<file path="src/rtl/fetch_unit_q_pkg.sv">
// fetch_unit_q_pkg: opcode constants, BHT counter limits and RISC-V immediate helpers.
package fetch_unit_q_pkg;
  localparam logic [6:0] OPC_JAL = 7'b1101111;
  localparam logic [6:0] OPC_JALR = 7'b1100111;
  localparam logic [6:0] OPC_BRANCH = 7'b1100011;
  localparam int CNT_W = 2;
  typedef logic [CNT_W-1:0] cnt_t;
  localparam cnt_t CNT_MAX = 2'd3;
  localparam cnt_t CNT_MIN = 2'd0;
  function automatic logic [31:0] imm_j(input logic [31:0] i);
    return {{11{i[31]}}, i[31], i[19:12], i[20], i[30:21], 1'b0};
  endfunction
  function automatic logic [31:0] imm_b(input logic [31:0] i);
    return {{19{i[31]}}, i[31], i[7], i[30:25], i[11:8], 1'b0};
  endfunction
endpackage

</file>
<file path="src/rtl/fetch_unit_q_if.sv">
// fetch_unit_q_if: icache, fetch-queue and ROB redirect/training signals of the fetch stage.
interface fetch_unit_q_if #(parameter int FQ_DEPTH_LOG = 3);
  logic hit;
  logic [31:0] ins;
  logic [31:0] addr_to_icache;
  logic fq_valid;
  logic fq_ready;
  logic [31:0] fq_ins;
  logic [31:0] fq_pc;
  logic fq_pred_taken;
  logic [FQ_DEPTH_LOG:0] fq_count;
  logic clear;
  logic [31:0] new_pc;
  logic upt_en;
  logic [31:0] upt_pc;
  logic upt_taken;
  modport master (
    input hit, ins, fq_ready, clear, new_pc, upt_en, upt_pc, upt_taken,
    output addr_to_icache, fq_valid, fq_ins, fq_pc, fq_pred_taken, fq_count
  );
  modport slave (
    output hit, ins, fq_ready, clear, new_pc, upt_en, upt_pc, upt_taken,
    input addr_to_icache, fq_valid, fq_ins, fq_pc, fq_pred_taken, fq_count
  );
endinterface

</file>
<file path="src/rtl/fetch_unit_q_bht.sv">
// fetch_bht: saturating 2-bit branch history table with one lookup and one update port.
module fetch_bht
  import fetch_unit_q_pkg::*;
#(
  parameter int BHT_IDX_W = 5,
  parameter cnt_t BHT_INIT = 2'b10
) (
  input  logic clk,
  input  logic rst,
  input  logic rdy,
  input  logic [BHT_IDX_W-1:0] lk_idx,
  output logic lk_taken,
  input  logic upt_en,
  input  logic [BHT_IDX_W-1:0] upt_idx,
  input  logic upt_taken
);
  localparam int N = 1 << BHT_IDX_W;
  cnt_t cnt [N];
  cnt_t cur;
  cnt_t nxt;
  always_comb begin
    cur = cnt[upt_idx];
    nxt = upt_taken ? (cur == CNT_MAX ? cur : cur + 1'b1) : (cur == CNT_MIN ? cur : cur - 1'b1);
    lk_taken = cnt[lk_idx][CNT_W-1];
  end
  always_ff @(posedge clk) begin
    if (rst) begin
      for (int i = 0; i < N; i++) cnt[i] <= BHT_INIT;
    end else if (rdy && upt_en) begin
      cnt[upt_idx] <= nxt;
    end
  end
endmodule

</file>
<file path="src/rtl/fetch_unit_q.sv">
// fetch_unit_q: fetch stage with BHT-driven next-pc prediction and a decoupling fetch queue.
module fetch_unit_q
  import fetch_unit_q_pkg::*;
#(
  parameter int BHT_IDX_W = 5,
  parameter int FQ_DEPTH_LOG = 3,
  parameter cnt_t BHT_INIT = 2'b10,
  parameter logic [31:0] RESET_PC = 32'h0
) (
  input logic clk,
  input logic rst,
  input logic rdy,
  fetch_unit_q_if.master bus
);
  localparam int N = 1 << FQ_DEPTH_LOG;
  localparam logic [FQ_DEPTH_LOG:0] DEPTH = {1'b1, {FQ_DEPTH_LOG{1'b0}}};
  logic [31:0] pc;
  logic jalr_wait;
  logic [FQ_DEPTH_LOG-1:0] head, tail;
  logic [FQ_DEPTH_LOG:0] count;
  logic [31:0] q_ins [N];
  logic [31:0] q_pc [N];
  logic q_pred [N];
  logic bht_taken;
  logic [6:0] opc;
  logic pred;
  logic [31:0] npc;
  logic deq, enq;
  logic unused_upt_bits;
  fetch_bht #(.BHT_IDX_W(BHT_IDX_W), .BHT_INIT(BHT_INIT)) u_bht (
    .clk(clk),
    .rst(rst),
    .rdy(rdy),
    .lk_idx(pc[BHT_IDX_W+1:2]),
    .lk_taken(bht_taken),
    .upt_en(bus.upt_en),
    .upt_idx(bus.upt_pc[BHT_IDX_W+1:2]),
    .upt_taken(bus.upt_taken)
  );
  always_comb begin
    opc = bus.ins[6:0];
    pred = opc == OPC_JAL || (opc == OPC_BRANCH && bht_taken);
    npc = pred ? pc + (opc == OPC_JAL ? imm_j(bus.ins) : imm_b(bus.ins)) : pc + 32'd4;
    deq = bus.fq_valid && bus.fq_ready;
    enq = bus.hit && !jalr_wait && (count != DEPTH || deq);
    unused_upt_bits = ^{bus.upt_pc[31:BHT_IDX_W+2], bus.upt_pc[1:0]};
  end
  assign bus.addr_to_icache = pc;
  assign bus.fq_valid = count != '0;
  assign bus.fq_count = count;
  assign bus.fq_ins = q_ins[head];
  assign bus.fq_pc = q_pc[head];
  assign bus.fq_pred_taken = q_pred[head];
  always_ff @(posedge clk) begin
    if (rst) begin
      pc <= RESET_PC;
      jalr_wait <= 1'b0;
      head <= '0;
      tail <= '0;
      count <= '0;
    end else if (rdy) begin
      if (bus.clear) begin
        pc <= bus.new_pc;
        jalr_wait <= 1'b0;
        head <= '0;
        tail <= '0;
        count <= '0;
      end else begin
        if (enq) begin
          pc <= npc;
          tail <= tail + 1'b1;
          jalr_wait <= opc == OPC_JALR;
        end
        if (deq) head <= head + 1'b1;
        count <= count + {{FQ_DEPTH_LOG{1'b0}}, enq} - {{FQ_DEPTH_LOG{1'b0}}, deq};
      end
    end
  end
  // Queue storage needs no reset: entries are only observed behind count.
  always_ff @(posedge clk) begin
    if (!rst && rdy && !bus.clear && enq) begin
      q_ins[tail] <= bus.ins;
      q_pc[tail] <= pc;
      q_pred[tail] <= pred;
    end
  end
endmodule
</file>
<file path="src/flat_wrapper.sv">
// flat-port wrapper written by rule: the top's interface ports become plain ports
module fetch_unit_q_flat import fetch_unit_q_pkg::*;
#(
  parameter int BHT_IDX_W = 5,
  parameter int FQ_DEPTH_LOG = 3,
  parameter cnt_t BHT_INIT = 2'b10,
  parameter logic [31:0] RESET_PC = 32'h0
)
  (clk, rst, rdy, bus_hit, bus_ins, bus_fq_ready, bus_clear, bus_new_pc, bus_upt_en, bus_upt_pc, bus_upt_taken, bus_addr_to_icache, bus_fq_valid, bus_fq_ins, bus_fq_pc, bus_fq_pred_taken, bus_fq_count);
  fetch_unit_q_if #(.FQ_DEPTH_LOG(FQ_DEPTH_LOG)) bus_i ();
  input logic clk;
  input logic rst;
  input logic rdy;
  input wire logic [$bits(bus_i.hit)-1:0] bus_hit;
  input wire logic [$bits(bus_i.ins)-1:0] bus_ins;
  input wire logic [$bits(bus_i.fq_ready)-1:0] bus_fq_ready;
  input wire logic [$bits(bus_i.clear)-1:0] bus_clear;
  input wire logic [$bits(bus_i.new_pc)-1:0] bus_new_pc;
  input wire logic [$bits(bus_i.upt_en)-1:0] bus_upt_en;
  input wire logic [$bits(bus_i.upt_pc)-1:0] bus_upt_pc;
  input wire logic [$bits(bus_i.upt_taken)-1:0] bus_upt_taken;
  output wire logic [$bits(bus_i.addr_to_icache)-1:0] bus_addr_to_icache;
  output wire logic [$bits(bus_i.fq_valid)-1:0] bus_fq_valid;
  output wire logic [$bits(bus_i.fq_ins)-1:0] bus_fq_ins;
  output wire logic [$bits(bus_i.fq_pc)-1:0] bus_fq_pc;
  output wire logic [$bits(bus_i.fq_pred_taken)-1:0] bus_fq_pred_taken;
  output wire logic [$bits(bus_i.fq_count)-1:0] bus_fq_count;
  assign bus_i.hit = bus_hit;
  assign bus_i.ins = bus_ins;
  assign bus_i.fq_ready = bus_fq_ready;
  assign bus_i.clear = bus_clear;
  assign bus_i.new_pc = bus_new_pc;
  assign bus_i.upt_en = bus_upt_en;
  assign bus_i.upt_pc = bus_upt_pc;
  assign bus_i.upt_taken = bus_upt_taken;
  assign bus_addr_to_icache = bus_i.addr_to_icache;
  assign bus_fq_valid = bus_i.fq_valid;
  assign bus_fq_ins = bus_i.fq_ins;
  assign bus_fq_pc = bus_i.fq_pc;
  assign bus_fq_pred_taken = bus_i.fq_pred_taken;
  assign bus_fq_count = bus_i.fq_count;
  fetch_unit_q #(.BHT_IDX_W(BHT_IDX_W), .FQ_DEPTH_LOG(FQ_DEPTH_LOG), .BHT_INIT(BHT_INIT), .RESET_PC(RESET_PC)) u_core (.clk(clk), .rst(rst), .rdy(rdy), .bus(bus_i));
endmodule
</file>
<file path="config.mk">
export PLATFORM = sky130hd
export DESIGN_NAME = fetch_unit_q_flat
export DESIGN_NICKNAME = d
export VERILOG_FILES = /design/src/rtl/fetch_unit_q_pkg.sv /design/src/rtl/fetch_unit_q_if.sv /design/src/rtl/fetch_unit_q_bht.sv /design/src/rtl/fetch_unit_q.sv /design/src/flat_wrapper.sv
export SDC_FILE = /design/constraint.sdc
export NUM_CORES = 1
export LEC_CHECK = 0
export CAP_MARGIN = 20
export CORE_MARGIN = 2
export CORE_UTILIZATION = 25
export CTS_CLUSTER_SIZE = 14
export DETAILED_ROUTE_END_ITERATION = 10
export PLACE_DENSITY = 0.5
export SETUP_SLACK_MARGIN = 0.02
export SYNTH_ARGS = -nofsm -noshare
export SYNTH_HDL_FRONTEND = slang
export SYNTH_SLANG_ARGS = --single-unit
</file>
<file path="constraint.sdc">
create_clock -name clk -period 13 [get_ports clk]
set_clock_uncertainty 0.2 [all_clocks]
set_input_delay 3.25 -clock clk [delete_from_list [all_inputs] [get_ports clk]]
set_output_delay 3.25 -clock clk [all_outputs]
set_load 0.02 [all_outputs]
</file>
# --- Word level (Yosys, flattened, before mapping) ---
# Memories as Yosys holds them, arrays and structs flattened. A register that Yosys moved wholly into a read port is not among the register bits.
# Cells that the tools add are included.
# W data, S select, Z words.
word_totals:
  ramBits: 584
  output_inout_bits: 102
  memories: 4
  word_cells: 74
  regBits: 43
memory_table:
  columns: ["name", "words", "word_bits", "read_ports", "rd_ports_with_merged_regs", "wr", "line_no", "rtl"]
  rows:
  - ["u_core.q_ins", 8, 32, 1, 1, 1, "fetch_unit_q.sv:21", "logic [31:0] q_ins [N];"]
  - ["u_core.q_pc", 8, 32, 1, 1, 1, "fetch_unit_q.sv:22", "logic [31:0] q_pc [N];"]
  - ["u_core.u_bht.cnt", 32, 2, 2, 1, 32, "fetch_unit_q_bht.sv:18", "cnt_t cnt [N];"]
  - ["u_core.q_pred", 8, 1, 1, 1, 1, "fetch_unit_q.sv:23", "logic q_pred [N];"]
classes:
  n_mux: 32
  n_eq_ne: 5
  reduce_logical: 20
  addsub: 8
ops:
  columns: ["op", "n"]
  rows:
  - ["$mux W32", 3]
  - ["$add A32 B3 Y32 const B", 1]
  - ["$add A32 B32 Y32", 1]
  - ["$mux W3", 10]
  - ["$eq A7 B7 Y1 const B", 3]
  - ["$mux W20", 1]
  - ["$mux W5", 3]
  - ["$mux W1", 10]
  - ["$logic_and A1 B1 Y1", 8]
  - ["$mux W2", 4]
  - ["$add A3 B1 Y3 const B", 2]
  - ["$add A4 B1 Y4", 1]
  - ["$mux W4", 1]
  - ["$ne A4 B4 Y1 const B", 1]
  - ["$reduce_and A2 Y1", 2]
  - ["$reduce_bool A2 Y1", 2]
  - ["$reduce_bool A4 Y1", 1]
  - ["$sub A4 B1 Y4", 1]
  - ["$logic_not A1 Y1", 3]
  - ["$add A2 B1 Y2 const B", 1]
  - ["$eq A2 B2 Y1 const B", 1]
  - ["$logic_not A2 Y1", 1]
  - ["$logic_or A1 B1 Y1", 2]
  - ["$reduce_or A2 Y1", 1]
  - ["$sub A2 B1 Y2 const B", 1]

# --- Longest topological paths before layout ---
# Gate-level depths: netlist (run 1).
logic_depth:
  depth_word: 8
  ltp_mapped: 16
  mapped_depth_nobuf: 14

# --- Modules after synthesis ---
# Synthesis (run 1) repeated with hierarchy kept, for this count alone.
unflattened:
  cells_unflattened: 1731
  area_unflattened_um2: 27980.6
by_module_without_submodules:
  columns: ["module", "area_each_um2", "cells_each", "seq_area_each_um2", "n_inst"]
  rows:
  - ["fetch_unit_q", 24260.8, 1420, 16535.9, 1]
  - ["fetch_bht", 3719.8, 311, 1921.8, 1]

# --- Worst setup path after synthesis (run 1) ---
# Ideal clock, no wire load.
synth_timing:
  kind: "input port to flip-flop"
  startpoint: "input rdy"
  endpoint: "memory u_core.q_ins[0][0], enable pin"
  slack_ps: 1096
  required_ps: 12129
  arrival_ps: 11033
  cell_stages: 6
  path_cell_list: "clkbuf_1 -> clkinv_1 -> nor2_1 -> nand2_1 -> clkbuf_1 -> nor4b_1"
synth_between:
  elab_chain_cells: 5
synth_rtl:
  columns: ["element", "line_no", "rtl"]
  rows:
  - ["start: declaration", "flat_wrapper.sv:13", "input logic rdy;"]
  - ["$logic_and A1 B1 Y1 (3 in a row)", "fetch_unit_q.sv:81", "if (!rst && rdy && !bus.clear && enq) begin"]
  - ["$mux W1", "fetch_unit_q.sv:81", null]
  - ["$mux W1 (implied by the code)", "fetch_unit_q.sv:82", "q_ins[tail] <= bus.ins;"]
  - ["end: declaration", "fetch_unit_q.sv:21", null]
# No other way between the ends.

# --- Worst setup path in the final report (run 1) ---
layout_timing:
  startpoint: "input bus_ins[6]"
  endpoint: "register u_core.pc[25], in the netlist u_core.bus.addr_to_icache[25]"
layout_between:
  elab_chain_cells: 6
  elab_cells_between_ends: 9
layout_rtl:
  columns: ["element", "line_no", "rtl"]
  rows:
  - ["start: declaration", "flat_wrapper.sv:15", "input wire logic [$bits(bus_i.ins)-1:0] bus_ins;"]
  - ["$eq A7 B7 Y1, on equally long branches", "fetch_unit_q.sv:42, fetch_unit_q.sv:43", null]
  - ["$mux W20 / $logic_and A1 B1 Y1 (equally long branches)", "fetch_unit_q.sv:43, fetch_unit_q.sv:42", null]
  - ["$add A32 B32 Y32 / $logic_or A1 B1 Y1 (equally long branches)", "fetch_unit_q.sv:43, fetch_unit_q.sv:42", null]
  - ["$mux W32 (*)", "fetch_unit_q.sv:43", "npc = pred ? pc + (opc == OPC_JAL ? imm_j(bus.ins) : imm_b(bus.ins)) : pc + 32'd4;"]
  - ["$mux W32 (*)", "fetch_unit_q.sv:69", "if (enq) begin"]
  - ["$mux W32 (*)", "fetch_unit_q.sv:62", "if (bus.clear) begin"]
  - ["end signal: assignment", "fetch_unit_q.sv:63", "pc <= bus.new_pc;"]
  - ["end signal: assignment", "fetch_unit_q.sv:70", "pc <= npc;"]
  - ["end: declaration", "fetch_unit_q.sv:17", "logic [31:0] pc;"]
# Mark *: on every way between the ends. The rest lies on a longest branch, timed or not. The select of a mux whose other input is x is not followed.
# A chain may end at the register's enable or synchronous reset.

==> results.txt, run 1 <==
----------------------------------------------------
[Clocking]
  Post-CTS clock slew at the launch and capture registers of the worst setup and hold paths ... 60 ps
  Hold-fix buffers at CTS ... 0
  CTS tree ... yes
  Number of buffers on the longest clock path ... 3
  Post_cts resized ... 0
  Num CTS Buffers ... 72
  Post-CTS Setup Repair Bufs ... 0
  Cell at the root of the clock tree ... sky130_fd_sc_hd__clkbuf_16
  Count of clock tree sinks ... 635
  Insertion delay of the later-clocked pin in the worst-skew pair ... 610 ps
  Number of H-tree levels ... 3

[Logic synthesis]
  Synthesized netlist cell count ... 1667
  Sequential share of the synthesized area ... 67.1%
  Average size of a mapped cell ... 16.6 sq um
  Prevailing post-synth register cell ... sky130_fd_sc_hd__edfxtp_1
  Number of different library cells in the post-synthesis netlist ... 77
  Share of async-settable or async-resettable flops after synthesis ... 0%
  Number of flops mapped to enable cells by yosys ... 584
  Cell area after synthesis ... 27600 sq um
  Seq cells post-synth ... 635
  Post-synthesis net count ... 1815
  Synth warn ... 0

[Layout]
  Total inserted antenna cells ... 0
  Share of cells above drive strength 1 ... 20.9%
  Total number of nets in the final design ... 2024
  Layout Area Growth over Synthesis ... 21.8%

[Route]
  Wirelength, routed ... 79900 um
  Length of the first detailed-routing pass in iterations ... 5
  Mean routed wirelength per cell ... 23.4 um
  Remaining antenna violation count after routing ... 0
  Detailed-route DRC error count ... 0
  Via Count ... 16200
  Drt initial violations ... 1224
  Routed vias/inst ... 4.76

[Place]
  Number of buffer cells added on primary ports ... 178
  Weighted congestion at the end of routability-driven global placement ... 0.850
  HPWL reported at the end of detailed placement ... 50100 um
  Post-placement setup slack ... 4670 ps

[Pwr]
  Pwr Total ... 4.63 mW
  VDD IR max ... 0.0887 mV
  Leakage dissipation ... 10.5 nW
  Power density relative to cell area ... 138 nW/um^2

[Timing]
  Final Hold Viols ... 0
  Relative slew slack ... 22.9%
  Worst Slack Setup Final ... 5240 ps
  Final worst path period need ... 7760 ps
  Setup TNS ... 0 ps
  Final Max Tran Viols ... 0
  # setup viols final ... 0
  Unrepaired setup endpoints after global routing ... false
  Post-Route Hold Slack ... 290 ps
  Slew @ Worst Pin ... 1150 ps
  Maximum clock rate ... 0.129 GHz
  Final period util ... 59.7%

[Die]
  Core box area ... 109000 sq um
  Die Span X ... 337 um
  Die Footprint ... 113000 sq um
  Number of standard-cell rows in the floorplan ... 121
  Number of top-level pins ... 206
  Initial standard-cell utilization of the core ... 25.3%
  Die Height ... 337 um

[GRT]
  Met3 global-route usage ... 4.03%
  Layer carrying the most global-route usage ... met2
  Via count of the first global-routing pass ... 16700
  Combined global-route utilization of all metal layers ... 14.0%
  Met2 Track Usage GR ... 22.2%
  Wire length of the first global-routing pass ... 115000 um
  Initial antenna violation count ... 7
  M1 GR Usage ... 18.7%
  Maximum number of pins on one net before global-route repair ... 57
  GR Overflow Total ... 0

[Setup path]
  Critical path startpoint category ... primary input
  Category of the worst setup path capture point ... register
  Worst setup slack for register-to-register paths ... 8320 ps
  Worst setup path class ... in -> reg
  Data arrival time of the critical path ... 8090 ps
  Crit path max fanout ... 17
  Req. time, crit path ... 13320 ps

[Run]
  Number of maximum-capacitance violations ... 0

[Run status]
  Run status ... finished, final reports clean

[Hold path]
  Worst hold path type ... reg -> reg

----------------------------------------------------
## synth_stat cells, types with 6 or more instances
cell	instances	area [sq um]
sky130_fd_sc_hd__nor3_1	40	200
sky130_fd_sc_hd__nor4_1	9	56.3
sky130_fd_sc_hd__nand3_1	63	315
sky130_fd_sc_hd__dfxtp_1	51	1020
sky130_fd_sc_hd__inv_1	21	78.8
sky130_fd_sc_hd__a211oi_1	11	82.6
sky130_fd_sc_hd__nand2_1	91	342
sky130_fd_sc_hd__mux2_2	71	800
sky130_fd_sc_hd__mux4_2	155	3490
sky130_fd_sc_hd__a21oi_1	58	290
sky130_fd_sc_hd__a31oi_1	8	50.1
sky130_fd_sc_hd__ha_1	42	526
sky130_fd_sc_hd__a22oi_1	12	90.1
sky130_fd_sc_hd__clkbuf_1	70	263
sky130_fd_sc_hd__o21ai_0	38	190
sky130_fd_sc_hd__o211ai_1	16	120
sky130_fd_sc_hd__o21ai_1	6	30.0
sky130_fd_sc_hd__a21o_1	19	143
sky130_fd_sc_hd__xnor2_1	35	307
sky130_fd_sc_hd__or3_1	10	62.6
sky130_fd_sc_hd__nor2_1	87	327
sky130_fd_sc_hd__buf_1	18	67.6
sky130_fd_sc_hd__nand4_1	14	87.6
sky130_fd_sc_hd__and3_1	18	113
sky130_fd_sc_hd__xor2_1	16	140
sky130_fd_sc_hd__edfxtp_1	584	17500
sky130_fd_sc_hd__mux2i_1	7	70.1
## metrics by stage
step                      std cells  cell area (sq um)  util [%]
after floorplan                1667              27600         -
after global placement         3272              31300      28.6
after detailed placement       3273              31300      28.7
after CTS                      3403              33600      30.8
after global routing           3408              33700      30.8
final                          3408              33700      30.8
## logic make-up (layout without fill, tap and decap cells)
logic type      Yosys count  count (layout)  synth area share, %
fa+ha+maj                46              46                 2.12
mux                     233             233                 15.8
flops                   635             635                 67.1
xor+xnor                 51              51                 1.62
compound gates          220             220                 5.32
buf+inv                 119             384                 1.74
simple gates            363             363                 6.31
## cell usage in the layout (no fill, tap or decap), types with 12 or more instances in the layout
cell type,n
sky130_fd_sc_hd__and3_1,18
sky130_fd_sc_hd__dfxtp_1,48
sky130_fd_sc_hd__o21ai_0,38
sky130_fd_sc_hd__o211ai_1,16
sky130_fd_sc_hd__nand3_1,63
sky130_fd_sc_hd__xnor2_1,35
sky130_fd_sc_hd__xor2_1,16
sky130_fd_sc_hd__buf_4,47
sky130_fd_sc_hd__a22oi_1,12
sky130_fd_sc_hd__ha_1,42
sky130_fd_sc_hd__mux4_2,155
sky130_fd_sc_hd__inv_1,21
sky130_fd_sc_hd__nor3_1,36
sky130_fd_sc_hd__mux2_2,71
sky130_fd_sc_hd__edfxtp_1,584
sky130_fd_sc_hd__nand2_1,91
sky130_fd_sc_hd__a21o_1,19
sky130_fd_sc_hd__clkbuf_1,21
sky130_fd_sc_hd__clkdlybuf4s50_1,178
sky130_fd_sc_hd__a21oi_1,58
sky130_fd_sc_hd__nand4_1,14
sky130_fd_sc_hd__nor2_1,83
sky130_fd_sc_hd__clkbuf_16,74
## final cells by class
class                   instances  area [sq um]
fillers                     10800         75600
multi-input cells             913          8670
clock inverters                30           322
repair buffers                231          2190
clock buffers                 100          2000
flip-flops and latches        635         18600
well taps                    1476          1850
inverters                      23          86.3
## worst paths after layout
check                                                    end                                       from  cells after the start
setup reg to reg                u_core.q_pc[7][22]$_DFFE_PP_        u_core.bus.fq_count[3]$_SDFFE_PP0P_                     13
hold / removal                   u_core.q_pc[0][1]$_DFFE_PP_  u_core.bus.addr_to_icache[1]$_SDFFE_PP0P_                      0
hold reg to reg                  u_core.q_pc[0][1]$_DFFE_PP_  u_core.bus.addr_to_icache[1]$_SDFFE_PP0P_                      0
setup / recovery  u_core.bus.addr_to_icache[25]$_SDFFE_PP0P_                                 bus_ins[6]                     16
## per-layer routing
metal	wire length [um]	vias to the layer above
li1	-	7132
met1	34800	8404
met2	36800	548
met3	6340	113
met4	1930	10
met5	62	-
## registers in the layout, summed over array words and instances (netlist names), named ones only
name / cells
u_core.q_pc: 256
u_core.jalr_wait: 1
u_core.bus.addr_to_icache: 32
u_core.q_ins: 256
u_core.tail: 3
u_core.head: 3
u_core.bus.fq_count: 4
u_core.q_pred: 8
u_core.u_bht.cnt: 64
## worst max-delay path, stage by stage
cell and delay, ps:
sky130_fd_sc_hd__clkdlybuf4s50_1 640, sky130_fd_sc_hd__nand4b_1 250, sky130_fd_sc_hd__or2_2 350, sky130_fd_sc_hd__nor2_1 160
sky130_fd_sc_hd__buf_4 300, sky130_fd_sc_hd__mux2_2 440, sky130_fd_sc_hd__ha_1 230, sky130_fd_sc_hd__fa_1 410
sky130_fd_sc_hd__a21o_1 230, sky130_fd_sc_hd__a221o_1 360, sky130_fd_sc_hd__a22oi_1 370, sky130_fd_sc_hd__a31oi_1 230
sky130_fd_sc_hd__o41ai_1 460, sky130_fd_sc_hd__xnor2_1 180, sky130_fd_sc_hd__nand2_1 80, sky130_fd_sc_hd__a21oi_1 130
## report_power, final
group          internal [mW]  switching [mW]  leakage [nW]
combinational          0.142           0.206          3.66
clock                   1.20           0.806          1.12
sequential              2.25          0.0322          5.76
Note: power is estimated with default switching activity, not from simulation.
==> run 2: changes to the inputs <==
- clock period: 13 -> 7.7 ns (I/O delays scaled with it)
==> run 2 against run 1 <==
Hold slack improved by 12 ps. Utilization is essentially flat. Via count is 0.17% lower. Register-to-register slack worse by 4600 ps. Routed wire length up 0.17%. Cell count is 0.21% lower. Setup slack got worse by 3800 ps. Highest routed layer unchanged. Largest power group unchanged. Critical endpoint is now u_core.bus.addr_to_icache[29]$_SDFFE_PP0P_. Sequential power grew 69%. Clock-buffer cell count shrank 5.
==> results.txt, run 2 (synthesis gave the netlist of run 1 again) <==
----------------------------------------------------
[Timing]
  Relative slew slack ... 30.4% (was 22.9%)
  Final Max Tran Viols ... 0 (unchanged)
  Post-Route Hold Slack ... 302 ps (was 290 ps)
  Maximum clock rate ... 0.160 GHz
  Final worst path period need ... 6240 ps
  Unrepaired setup endpoints after global routing ... false (unchanged)
  Final period util ... 81.0%
  Setup TNS ... 0 ps (unchanged)
  Slew @ Worst Pin ... 1040 ps (was 1150 ps)
  # setup viols final ... 0 (unchanged)
  Worst Slack Setup Final ... 1460 ps (was 5240 ps)
  Final Hold Viols ... 0 (unchanged)

[Layout]
  Regs by FF count ... u_core.q_ins (256), u_core.q_pc (256), u_core.u_bht.cnt (64) (unchanged)
  Share of cells above drive strength 1 ... 20.9% (about the same)
  Multi-input gate area in the final layout ... 8690 sq um (was 8670 sq um)
  Register area ... 18600 sq um (unchanged)
  Core Util, Final ... 30.8% (about the same)
  Most frequent standard cell in the layout excluding fill and tap cells ... sky130_fd_sc_hd__edfxtp_1 (unchanged)
  Commonest non-fill, non-tap cells in the layout ... 584 x sky130_fd_sc_hd__edfxtp_1, 177 x sky130_fd_sc_hd__clkdlybuf4s50_1, 155 x sky130_fd_sc_hd__mux4_2 (was 584 x sky130_fd_sc_hd__edfxtp_1, 178 x sky130_fd_sc_hd__clkdlybuf4s50_1, 155 x sky130_fd_sc_hd__mux4_2)
  Design Area, Final ... 33600 sq um (was 33700 sq um)
  Layout Area Growth over Synthesis ... 21.7% (was 21.8%)
  FILL cells ... 10800 (about the same)
  Total number of nets in the final design ... 2017 (was 2024)
  Final std cells w/o fill ... 3401 (was 3408)

[Pwr]
  Pwr Total ... 7.72 mW (was 4.63 mW)
  Power density relative to cell area ... 229 nW/um^2 (was 138 nW/um^2)
  VDD IR max ... 0.140 mV (was 0.0887 mV)
  Leakage dissipation ... 10.5 nW (about the same)

[Clocking]
  Insertion delay of the later-clocked pin in the worst-skew pair ... 630 ps (was 610 ps)
  Post-CTS Setup Repair Bufs ... 0 (unchanged)
  Count of clock tree sinks ... 635 (unchanged)
  Number of H-tree levels ... 3 (unchanged)
  Number of buffers on the longest clock path ... 3 (unchanged)
  Cell at the root of the clock tree ... sky130_fd_sc_hd__clkbuf_16 (unchanged)
  Num CTS Buffers ... 71 (was 72)
  CTS tree ... yes (unchanged)
  Post-CTS clock slew at the launch and capture registers of the worst setup and hold paths ... 60 ps (about the same)
  Post_cts resized ... 0 (unchanged)
  Hold-fix buffers at CTS ... 0 (unchanged)

[Route]
  Wirelength, routed ... 80000 um (was 79900 um)
  Detailed-route DRC error count ... 0 (unchanged)
  Via Count ... 16200 (about the same)
  Mean routed wirelength per cell ... 23.5 um (was 23.4 um)
  Length of the first detailed-routing pass in iterations ... 5 (unchanged)
  Remaining antenna violation count after routing ... 0 (unchanged)
  Routed vias/inst ... 4.76 (about the same)
  Drt initial violations ... 1255 (was 1224)

[Die]
  Die Height ... 337 um (unchanged)
  Die Span X ... 337 um (unchanged)
  Initial standard-cell utilization of the core ... 25.3% (unchanged)
  Core box area ... 109000 sq um (unchanged)
  Number of standard-cell rows in the floorplan ... 121 (unchanged)
  Die Footprint ... 113000 sq um (unchanged)
  Number of top-level pins ... 206 (unchanged)

[GRT]
  Combined global-route utilization of all metal layers ... 14.1% (was 14.0%)
  Maximum number of pins on one net before global-route repair ... 73 (was 57)
  Wire length of the first global-routing pass ... 116000 um (was 115000 um)
  Initial antenna violation count ... 5 (was 7)
  GR Overflow Total ... 0 (unchanged)
  Via count of the first global-routing pass ... 16800 (was 16700)

[Place]
  Post-placement setup slack ... 914 ps (was 4670 ps)
  Dpl cells ... 3270 (was 3273)
  Placed Instance Area ... 31400 sq um (was 31300 sq um)
  HPWL reported at the end of detailed placement ... 49300 um (was 50100 um)
  Number of buffer cells added on primary ports ... 178 (unchanged)
  Weighted congestion at the end of routability-driven global placement ... 0.855 (was 0.850)

[Setup path]
  Worst setup path class ... in -> reg (unchanged)
  Crit path max fanout ... 9 (was 17)
  Highest cell delay on the worst timing path ... 650 ps (was 640 ps)
  Critical path startpoint category ... primary input (unchanged)
  Worst path slowest cell ... sky130_fd_sc_hd__clkdlybuf4s50_1 (unchanged)
  Data arrival time of the critical path ... 6580 ps (was 8090 ps)
  Cell Chain, Critical Path ... clkdlybuf4s50_1 > nand4b_1 > or2_2 > nor2_2 > buf_4 > mux2_2 > fa_1 > a21o_1 > a221o_1 > a41oi_1 > a211oi_1 > o21ai_0 > a21oi_1 > or3_1 > a31oi_1 (was clkdlybuf4s50_1 > nand4b_1 > or2_2 > nor2_1 > buf_4 > mux2_2 > ha_1 > fa_1 > a21o_1 > a221o_1 > a22oi_1 > a31oi_1 > o41ai_1 > xnor2_1 > nand2_1 > a21oi_1)
  Req. time, crit path ... 8040 ps (was 13320 ps)
  Category of the worst setup path capture point ... register (unchanged)

[Hold path]
  Worst hold path type ... reg -> reg (unchanged)

[Run status]
  Run status ... finished, final reports clean (unchanged)

[Run]
  Number of maximum-capacitance violations ... 0 (unchanged)

----------------------------------------------------
run 2: final timing paths:
kind | cells after the start | start | slack (ps) | to
setup / recovery | 15 | bus_ins[0] | 1460 | u_core.bus.addr_to_icache[29]$_SDFFE_PP0P_
hold / removal | 2 | u_core.bus.fq_count[0]$_SDFFE_PP0P_ | 300 | u_core.bus.fq_count[0]$_SDFFE_PP0P_
setup reg to reg | 8 | register | 3680 | u_core.bus.addr_to_icache[3]$_SDFFE_PP0P_
hold reg to reg | 2 | u_core.bus.fq_count[0]$_SDFFE_PP0P_ | 300 | u_core.bus.fq_count[0]$_SDFFE_PP0P_
run 2: layer usage:
layer	global-route usage, %	vias up	wire length, um
met5	0	-	30
met3	3.67	92	5790
met2	22.6	495	37500
met1	19.1	8464	35400
met4	3.10	6	1270
li1	-	7123	-
run 2: critical path: cells and delay by family:
kind	cells	cell delay (ps)
adder cells (fa/ha/maj)	1	450
multiplexers	1	400
AO/OA/AOI/OAI	7	1680
AND/OR/NAND/NOR	4	1230
buffers and inverters	2	870
run 2: power breakdown:
part	leakage (nW)	internal [mW]	switching, mW
logic	3.65	0.238	0.344
registers	5.76	3.80	0.0596
clock network	1.10	1.88	1.40
total	10.5	5.92	1.80
run 2: layout make-up:
| cell class | instances | share of cell area, % |
|---|---|---|
| diodes | 1 | 0.00744 |
| clock buffers | 95 | 5.73 |
| clock inverters | 33 | 0.907 |
| inverters | 23 | 0.257 |
| multi-input cells | 913 | 25.8 |
| flip-flops and latches | 635 | 55.2 |
| well taps | 1476 | 5.49 |
| repair buffers | 225 | 6.60 |
